`src/rtl/pcie_phy_pkg.sv`:
```
// Shared PCIe PHY constants: 128b/130b sync headers and the SKP ordered-set payload.
package pcie_phy_pkg;

    typedef logic [1:0] sync_hdr_t;

    localparam sync_hdr_t SYNC_DATA = 2'b10;
    localparam sync_hdr_t SYNC_OS   = 2'b01;

    localparam logic [7:0] SKP_BYTE = 8'hAA;
    localparam logic [7:0] SKP_END  = 8'hE1;
    localparam int unsigned SKP_END_IDX = 12;

    // Byte 0 sits at bits [7:0]; bytes beyond the SKP_END symbol stay zero.
    function automatic logic [127:0] skp_payload(int unsigned width);
        logic [127:0] p;
        p = '0;
        for (int unsigned i = 0; i < 16; i++) begin
            if (i * 8 < width) begin
                if (i < SKP_END_IDX)
                    p[i*8 +: 8] = SKP_BYTE;
                else if (i == SKP_END_IDX)
                    p[i*8 +: 8] = SKP_END;
            end
        end
        return p;
    endfunction

endpackage

```
`src/rtl/pcie_tx_block_encoder_if.sv`:
```
// Block stream bus of the TX block encoder: upstream block input, SKP controls, 130b output.
interface pcie_tx_block_encoder_if #(
    parameter int unsigned NUM_LANES   = 4,
    parameter int unsigned BLOCK_WIDTH = 128
);
    logic                                   in_valid;
    logic                                   in_ready;
    logic                                   in_is_os;
    logic [NUM_LANES*BLOCK_WIDTH-1:0]       in_data;
    logic                                   skp_enable;
    logic                                   force_skp;
    logic                                   out_valid;
    logic                                   out_ready;
    logic [NUM_LANES*(BLOCK_WIDTH+2)-1:0]   out_data;
    logic                                   out_is_skp;

    modport master (
        output in_valid, in_is_os, in_data, skp_enable, force_skp, out_ready,
        input  in_ready, out_valid, out_data, out_is_skp
    );

    modport slave (
        input  in_valid, in_is_os, in_data, skp_enable, force_skp, out_ready,
        output in_ready, out_valid, out_data, out_is_skp
    );
endinterface

```
`src/rtl/pcie_skp_scheduler.sv`:
```
// SKP scheduling: counts accepted data blocks, latches forced requests, gates upstream ready.
module pcie_skp_scheduler #(
    parameter int unsigned SKP_INTERVAL = 370
) (
    input  logic clk,
    input  logic reset,
    input  logic skp_enable,
    input  logic force_skp,
    input  logic load,
    input  logic in_valid,
    input  logic in_is_os,
    output logic in_ready,
    output logic insert
);
    localparam int unsigned CW = $clog2(SKP_INTERVAL + 1);
    localparam logic [CW-1:0] CNT_MAX = CW'(SKP_INTERVAL);

    logic [CW-1:0] cnt;
    logic          skp_pending;
    logic          skp_due;
    logic          accept_data;

    always_comb begin
        skp_due     = skp_enable && (cnt == CNT_MAX);
        insert      = (skp_due || skp_pending) && load;
        in_ready    = load && !(skp_due || skp_pending) && !reset;
        accept_data = in_valid && in_ready && !in_is_os;
    end

    // A force arriving in the cycle of an insert is absorbed by that insert.
    always_ff @(posedge clk) begin
        if (reset) begin
            cnt         <= '0;
            skp_pending <= 1'b0;
        end else if (insert) begin
            cnt         <= '0;
            skp_pending <= 1'b0;
        end else begin
            if (accept_data && (cnt != CNT_MAX))
                cnt <= cnt + 1'b1;
            if (force_skp)
                skp_pending <= 1'b1;
        end
    end
endmodule

```
`src/rtl/pcie_tx_block_encoder.sv`:
```
// Gen3+ 128b/130b TX block encoder: per-lane sync header, SKP insertion, registered output.
module pcie_tx_block_encoder
    import pcie_phy_pkg::*;
#(
    parameter int unsigned NUM_LANES    = 4,
    parameter int unsigned BLOCK_WIDTH  = 128,
    parameter int unsigned SKP_INTERVAL = 370
) (
    input  logic                    clk,
    input  logic                    reset,
    pcie_tx_block_encoder_if.slave  bus
);
    localparam int unsigned LW = BLOCK_WIDTH + 2;
    localparam logic [BLOCK_WIDTH-1:0] SKP_LANE = BLOCK_WIDTH'(skp_payload(BLOCK_WIDTH));

    logic                  load;
    logic                  insert;
    logic                  in_ready;
    logic                  accept;
    sync_hdr_t             hdr;
    logic [NUM_LANES*LW-1:0] data_blk;
    logic [NUM_LANES*LW-1:0] skp_blk;
    logic                  out_valid_q;
    logic                  out_is_skp_q;
    logic [NUM_LANES*LW-1:0] out_data_q;

    pcie_skp_scheduler #(
        .SKP_INTERVAL (SKP_INTERVAL)
    ) u_sched (
        .clk        (clk),
        .reset      (reset),
        .skp_enable (bus.skp_enable),
        .force_skp  (bus.force_skp),
        .load       (load),
        .in_valid   (bus.in_valid),
        .in_is_os   (bus.in_is_os),
        .in_ready   (in_ready),
        .insert     (insert)
    );

    always_comb begin
        load     = !out_valid_q || bus.out_ready;
        accept   = bus.in_valid && in_ready;
        hdr      = bus.in_is_os ? SYNC_OS : SYNC_DATA;
        data_blk = '0;
        skp_blk  = '0;
        for (int unsigned n = 0; n < NUM_LANES; n++) begin
            data_blk[n*LW +: LW] = {hdr, bus.in_data[n*BLOCK_WIDTH +: BLOCK_WIDTH]};
            skp_blk[n*LW +: LW]  = {SYNC_OS, SKP_LANE};
        end
    end

    always_ff @(posedge clk) begin
        if (reset) begin
            out_valid_q  <= 1'b0;
            out_is_skp_q <= 1'b0;
            out_data_q   <= '0;
        end else if (load) begin
            if (insert) begin
                out_valid_q  <= 1'b1;
                out_is_skp_q <= 1'b1;
                out_data_q   <= skp_blk;
            end else if (accept) begin
                out_valid_q  <= 1'b1;
                out_is_skp_q <= 1'b0;
                out_data_q   <= data_blk;
            end else begin
                out_valid_q  <= 1'b0;
            end
        end
    end

    always_comb begin
        bus.in_ready   = in_ready;
        bus.out_valid  = out_valid_q;
        bus.out_is_skp = out_is_skp_q;
        bus.out_data   = out_data_q;
    end
endmodule

```
`src/flat_wrapper.sv`:
```
// flat-port wrapper written by rule: the top's interface ports become plain ports
module pcie_tx_block_encoder_flat import pcie_phy_pkg::*;
#(
    parameter int unsigned NUM_LANES    = 4,
    parameter int unsigned BLOCK_WIDTH  = 128,
    parameter int unsigned SKP_INTERVAL = 370
)
  (clk, reset, bus_in_valid, bus_in_is_os, bus_in_data, bus_skp_enable, bus_force_skp, bus_out_ready, bus_in_ready, bus_out_valid, bus_out_data, bus_out_is_skp);
  pcie_tx_block_encoder_if #(.NUM_LANES(NUM_LANES), .BLOCK_WIDTH(BLOCK_WIDTH)) bus_i ();
  input  logic clk;
  input  logic reset;
  input wire logic [$bits(bus_i.in_valid)-1:0] bus_in_valid;
  input wire logic [$bits(bus_i.in_is_os)-1:0] bus_in_is_os;
  input wire logic [$bits(bus_i.in_data)-1:0] bus_in_data;
  input wire logic [$bits(bus_i.skp_enable)-1:0] bus_skp_enable;
  input wire logic [$bits(bus_i.force_skp)-1:0] bus_force_skp;
  input wire logic [$bits(bus_i.out_ready)-1:0] bus_out_ready;
  output wire logic [$bits(bus_i.in_ready)-1:0] bus_in_ready;
  output wire logic [$bits(bus_i.out_valid)-1:0] bus_out_valid;
  output wire logic [$bits(bus_i.out_data)-1:0] bus_out_data;
  output wire logic [$bits(bus_i.out_is_skp)-1:0] bus_out_is_skp;
  assign bus_i.in_valid = bus_in_valid;
  assign bus_i.in_is_os = bus_in_is_os;
  assign bus_i.in_data = bus_in_data;
  assign bus_i.skp_enable = bus_skp_enable;
  assign bus_i.force_skp = bus_force_skp;
  assign bus_i.out_ready = bus_out_ready;
  assign bus_in_ready = bus_i.in_ready;
  assign bus_out_valid = bus_i.out_valid;
  assign bus_out_data = bus_i.out_data;
  assign bus_out_is_skp = bus_i.out_is_skp;
  pcie_tx_block_encoder #(.NUM_LANES(NUM_LANES), .BLOCK_WIDTH(BLOCK_WIDTH), .SKP_INTERVAL(SKP_INTERVAL)) u_core (.clk(clk), .reset(reset), .bus(bus_i));
endmodule
```
`config.mk`:
```
export PLATFORM = sky130hd
export DESIGN_NAME = pcie_tx_block_encoder_flat
export DESIGN_NICKNAME = d
export VERILOG_FILES = /design/src/rtl/pcie_phy_pkg.sv /design/src/rtl/pcie_tx_block_encoder_if.sv /design/src/rtl/pcie_skp_scheduler.sv /design/src/rtl/pcie_tx_block_encoder.sv /design/src/flat_wrapper.sv
export SDC_FILE = /design/constraint.sdc
export NUM_CORES = 1
export LEC_CHECK = 0
export BUFFER_PORTS_ARGS = -buffer_cell sky130_fd_sc_hd__buf_2
export CORE_AREA = 2 2 409 411
export DETAILED_ROUTE_END_ITERATION = 8
export DIE_AREA = 0 0 411 413
export HOLD_SLACK_MARGIN = 0.05
export PLACE_DENSITY = 0.3
export SYNTH_ARGS = -nofsm -noshare
export SYNTH_HDL_FRONTEND = slang
export SYNTH_HIERARCHICAL = 1
export SYNTH_SLANG_ARGS = --single-unit
export TNS_END_PERCENT = 50
```
`constraint.sdc`:
```
create_clock -name clk -period 2.88 [get_ports clk]
set_clock_uncertainty 0.05 [all_clocks]
set_input_delay 0.288 -clock clk [delete_from_list [all_inputs] [get_ports clk]]
set_output_delay 0.288 -clock clk [all_outputs]
set_load 0.05 [all_outputs]
```
Word level (Yosys, flattened, before mapping)
Cells that the tools add are included.
{"block": "totals", "word_cells": 31, "regBits": 532, "inputBits": 519, "output_inout_bits": 523}
{"block": "classes", "n_mux": 7, "n_eq_ne": 2, "add_sub_neg": 1, "reduce_logical": 16}
{"op": "two-way mux 520 bit", "n": 2}
{"op": "adder 9 x 1 -> 9 bit (second input constant)", "n": 1}
{"op": "equality test 9 bit (second input constant)", "n": 1}
{"op": "!= test 9 bit (second input constant)", "n": 1}
{"op": "logical AND 1 bit", "n": 7}
{"op": "logical NOT 1 bit", "n": 4}
{"op": "two-way mux 1 bit", "n": 4}
{"op": "logical OR 1 bit", "n": 2}
{"op": "two-way mux 2 bit", "n": 1}
{"op": "AND reduction 2 bit", "n": 1}
{"op": "nonzero test 2 bit", "n": 1}
{"op": "OR reduction 2 bit", "n": 1}

Logic depth before layout (Yosys ltp)
{"block": "logic_depth", "ltp_word": 9, "ltp_mapped": 14}

By module
Netlist, hierarchy kept.
{"mod": "pcie_tx_block_encoder", "seq_area_each_um2": 10329.9, "cells_each": 1930, "n_inst": 1, "area_each_um2": 18905.6}
{"mod": "pcie_skp_scheduler", "seq_area_each_um2": 200.2, "cells_each": 61, "n_inst": 1, "area_each_um2": 568.0}

Worst setup path after synthesis
No wires, ideal clock.
{"block": "synth_timing", "kind": "reg-to-reg", "start": "register u_core.out_valid_q (netlist: u_core/bus.out_valid)", "end": "register u_core.out_data_q[455] (netlist: u_core/bus.out_data[455])", "period_less_slack_ps": 4579, "path_stages_with_launch": 15, "setup_time_ps": 119, "arrival_ps": 4411, "required_time_ps": 2711, "slack_ps": -1699, "cell_sequence": "dfxtp_1 -> nor2b_2 -> buf_4 -> inv_2 -> buf_4 -> buf_2 -> inv_1 -> nor4b_1 -> and2_1 -> buf_2 -> nand3_1 -> buf_4 -> buf_4 -> buf_2 -> o221a_1"}
{"block": "synth_via", "elab_chain_cells": 7}
{"element": "start, declared", "line_no": "pcie_tx_block_encoder.sv:23", "text": "logic out_valid_q;"}
{"element": "start signal, assigned", "line_no": "pcie_tx_block_encoder.sv:55", "text": "out_valid_q <= 1'b0;"}
{"element": "start signal, assigned", "line_no": "pcie_tx_block_encoder.sv:60", "text": "out_valid_q <= 1'b1;"}
{"element": "start signal, assigned", "line_no": "pcie_tx_block_encoder.sv:64", "text": "out_valid_q <= 1'b1;"}
{"element": "logical NOT 1 bit", "line_no": "pcie_tx_block_encoder.sv:42", "text": "load = !out_valid_q || bus.out_ready;"}
{"element": "logical OR 1 bit", "line_no": "pcie_tx_block_encoder.sv:42"}
{"element": "via u_core.load", "line_no": "pcie_tx_block_encoder.sv:16", "text": "logic load;"}
{"element": "logical AND 1 bit (2 in series)", "line_no": "pcie_skp_scheduler.sv:26", "text": "in_ready = load && !(skp_due || skp_pending) && !reset;"}
{"element": "via bus_in_ready", "line_no": "flat_wrapper.sv:18", "text": "output wire logic [$bits(bus_i.in_ready)-1:0] bus_in_ready;"}
{"element": "logical AND 1 bit", "line_no": "pcie_tx_block_encoder.sv:43", "text": "accept = bus.in_valid && in_ready;"}
{"element": "nonzero test 2 bit (no line)"}
{"element": "AND reduction 2 bit (no line)"}
{"element": "end signal, assigned", "line_no": "pcie_tx_block_encoder.sv:62", "text": "out_data_q <= skp_blk;"}
{"element": "end signal, assigned", "line_no": "pcie_tx_block_encoder.sv:66", "text": "out_data_q <= data_blk;"}
{"element": "end, declared", "line_no": "pcie_tx_block_encoder.sv:25", "text": "logic [NUM_LANES*LW-1:0] out_data_q;"}
The timed path passes the listed nets, and every way through them passes these cells.
A chain may end at the register's enable or synchronous reset.

Final worst setup path
{"block": "layout_timing", "start": "register u_core.u_sched.cnt[0]", "end": "register u_core.out_data_q[389] (netlist: u_core/bus.out_data[389])"}
{"block": "layout_via", "elab_chain_cells": 9}
{"element": "start, declared", "line_no": "pcie_skp_scheduler.sv:18", "text": "logic [CW-1:0] cnt;"}
{"element": "start signal, assigned", "line_no": "pcie_skp_scheduler.sv:40", "text": "cnt <= cnt + 1'b1;"}
{"element": "equality test 9 bit *", "line_no": "pcie_skp_scheduler.sv:24", "text": "skp_due = skp_enable && (cnt == CNT_MAX);"}
{"element": "logical AND 1 bit *", "line_no": "pcie_skp_scheduler.sv:24"}
{"element": "logical OR 1 bit *", "line_no": "pcie_skp_scheduler.sv:25, pcie_skp_scheduler.sv:26"}
{"element": "logical NOT 1 bit", "line_no": "pcie_skp_scheduler.sv:26"}
{"element": "logical AND 1 bit (2 in series)", "line_no": "pcie_skp_scheduler.sv:26"}
{"element": "logical AND 1 bit", "line_no": "pcie_tx_block_encoder.sv:43"}
{"element": "nonzero test 2 bit (no line)"}
{"element": "AND reduction 2 bit (no line)"}
Mark *: on every way between the ends. The rest lies on a longest branch, timed or not.

==> run_results.csv <==
group,metric,value,unit
synth,ys.flop_type,"dfxtp_1",
worst_setup_path,start_kind,"flip-flop",
synth,netlist_top_cells_count,"dfxtp_1 (526), a21oi_1 (306), nand4_1 (306)",
grt,grt_pass1_vias,22743,
synth,synth_top_cell_by_area,"dfxtp_1",
timing,drv_slew,0,
drt,num_vias,22451,
worst_setup_path,end_kind,"flip-flop",
clock_tree,post_cts_buffers,0,
layout,drive_gt1_share,38.3,%
clock_tree,cts_buffers,74,
run_status,status,"finished, final reports clean",
placed_design,dpl_cell_area,27100,um^2
power_and_ir_drop,ir_drop,0.481,mV
clock_tree,cts_tree,"yes",
synth,yosys_warnings,6,
timing,max_slew_margin,24.7,%
grt,antenna_found_initial,35,
floorplanning,num_io_pins,1042,
synth,ys_ff_latch,526,
clock_tree,clk_latency,650,ps
timing,finalSetupViolations,0,
drt,route.detailed.drc,0,
clock_tree,cts_sinks,526,
floorplanning,die_w,411,um
power_and_ir_drop,powerDensity,675,nW/um^2
drt,ant_nets,0,
synth,synth_seq_area_share,54.1,%
floorplanning,coreArea,166000,um^2
synth,synth.distinct_cells,38,
floorplanning,start_util,11.7,%
synth,async_flop_share,0,%
timing,worstMarginPinSlew,1130,ps
timing,setup_tns,0,ps
floorplanning,die_h,413,um
placed_design,dp_cells,5017,
layout,post-route-util,21.1,%
placed_design,hpwl,91400,um
timing,hold_viol,0,
worst_setup_path,cp_max_fo,4,
drt,routed_via_density,3.95,
layout,layout.cells.non_filler,5686,
run,drv_cap,0,
timing,grt_setup_unrepaired,"no",
grt,grt-ovfl-total,0,
worst_setup_path,arrival,3250,ps
timing,fmaxAchievable,0.368,GHz
synth,synth-edff-count,0,
power_and_ir_drop,p_leak,14.4,nW
floorplanning,row_count,150,
drt,first_pass_iters,5,
clock_tree,cts_buffer_depth,3,
min_path,hold_path_class,"in -> reg",
placed_design,io_buffers,1041,
grt,grt_start_max_net_pins,147,
drt,wl,127000,um
synth,synth_top_area_share,54.1,%
timing,min_period,2720,ps
worst_setup_path,crit_type,"reg -> reg",
layout,design_area,35000,um^2
worst_setup_path,cp.required,3410,ps
synth,synth_fp_nets,2512,
drt,drt_iter0_markers,1032,
layout,fin_nets,3926,
layout,area_growth,79.9,%
grt,grt_first_pass_wirelength,175000,um
clock_tree,cts.reportedPaths.clkPinSlew,60,ps
clock_tree,cts_root_buf,"clkbuf_16",
synth,syn-cell-area,19500,um^2
grt,grt_usage,14.0,%
drt,post_drt_wl_per_cell,22.3,um
synth,syn_inst,1991,
clock_tree,htreeDepth,3,
synth,avgSynthCellArea,9.78,um^2
synth,synth_area_leaders,"dfxtp_1 (54%), nand4_1 (9.8%), a21oi_1 (7.9%), o221a_1 (7.4%), o21ai_0 (6.2%)",
placed_design,globalplace.congestion,0.786,
synth,synth_most_common_cell,"dfxtp_1",
timing,period_share,94.4,%
floorplanning,die_area,170000,um^2
final timing paths:
kind / from / endpoint / slack, ps / depth (start not counted)
worst min-delay path: bus_in_data[396] / u_core/bus.out_data[402] / 130 / 3
worst min register to register: u_core/bus.out_data[470] / u_core/bus.out_data[470] / 420 / 2
worst max-delay path: u_core/u_sched/cnt[0] / u_core/bus.out_data[389] / 160 / 10
worst max register to register: u_core/u_sched/cnt[0] / u_core/bus.out_data[389] / 160 / 10
power by group:
part / switching, mW / internal (mW) / leakage [nW]
sequential: 0.296 / 7.82 / 4.31
clock: 3.88 / 6.10 / 1.30
combinational: 3.83 / 1.71 / 8.84
total: 8.00 / 15.6 / 14.4
kinds of logic after synthesis:
logic type | Yosys count | share of synthesized area (%)
AO/OA/AOI/OAI | 825 | 28.0
XOR/XNOR | 8 | 0.360
adder cells (fa/ha/maj) | 2 | 0.128
buffers and inverters | 285 | 6.30
flip-flops | 526 | 54.1
AND/OR/NAND/NOR | 345 | 11.1
state kept, by name, indices dropped and copies added, names as in the netlist:
| name | cells |
|---|---|
| u_core/bus.out_data | 514 |
| u_core/bus.out_is_skp | 1 |
| u_core/bus.out_valid | 1 |
| u_core/u_sched/cnt | 9 |
| u_core/u_sched/skp_pending | 1 |
metal layers:
metal	track usage (%)	part of all wire, %	wire length, um
met3	3.69	6.5	8240
met1	16.7	41	51900
met4	3.93	2.6	3320
met5	0	0.14	176
met2	24.6	50	63200
layout make-up:
type                            instances  area (um^2)
Clock inverter                         27          463
Inverter                                7         48.8
Clock buffer                          108         2180
Fill cell                           18597       131000
Tap cell                             2204         2760
Timing Repair Buffer                 1616        11200
Antenna cell                           18         45.0
Multi-Input combinational cell       1180         7770
Sequential cell                       526        10500
per-stage QoR:
step / power (mW) / hold WS (ps) / setup WS [ps]
detailed placement: 13.3 / 412 / 139
CTS: 24.2 / 65.2 / 89.6
global placement: 13.3 / 404 / 145
floorplan: 11.4 / 354 / 1.89
global route: 24.7 / 90.6 / 11.4
finish: 23.6 / 130 / 161
critical path, cell delays in order, from the launching register on:
cell and delay [ps]:
dfxtp_2 360, inv_1 50, ha_1 190, nor2b_1 140, nand4_1 140, nor4b_4 240, buf_4 200, nand2_1 120
or4_1 440, dlygate4sd3_1 580, a21oi_1 130
timing repair:
item / in CTS / in global routing
hold buffers: 515 / 0
endpoints found under the hold margin: 517 / 0
gates resized for setup: 0 / 5
setup endpoints to repair: 0 / 103
cells in the final DEF (no fill, tap or decap), types with 10 or more instances in the layout:
cell type	instances
a21oi_1	306
buf_12	26
buf_2	1039
buf_4	30
clkbuf_1	15
clkbuf_16	76
clkbuf_8	18
clkinv_2	10
dfxtp_1	524
diode_2	18
dlygate4sd3_1	515
nand4_1	306
nor2_1	11
o21ai_0	242
o21ai_1	64
o221a_1	128
o221a_2	80
No activity file was read; power rests on OpenSTA's default activity.
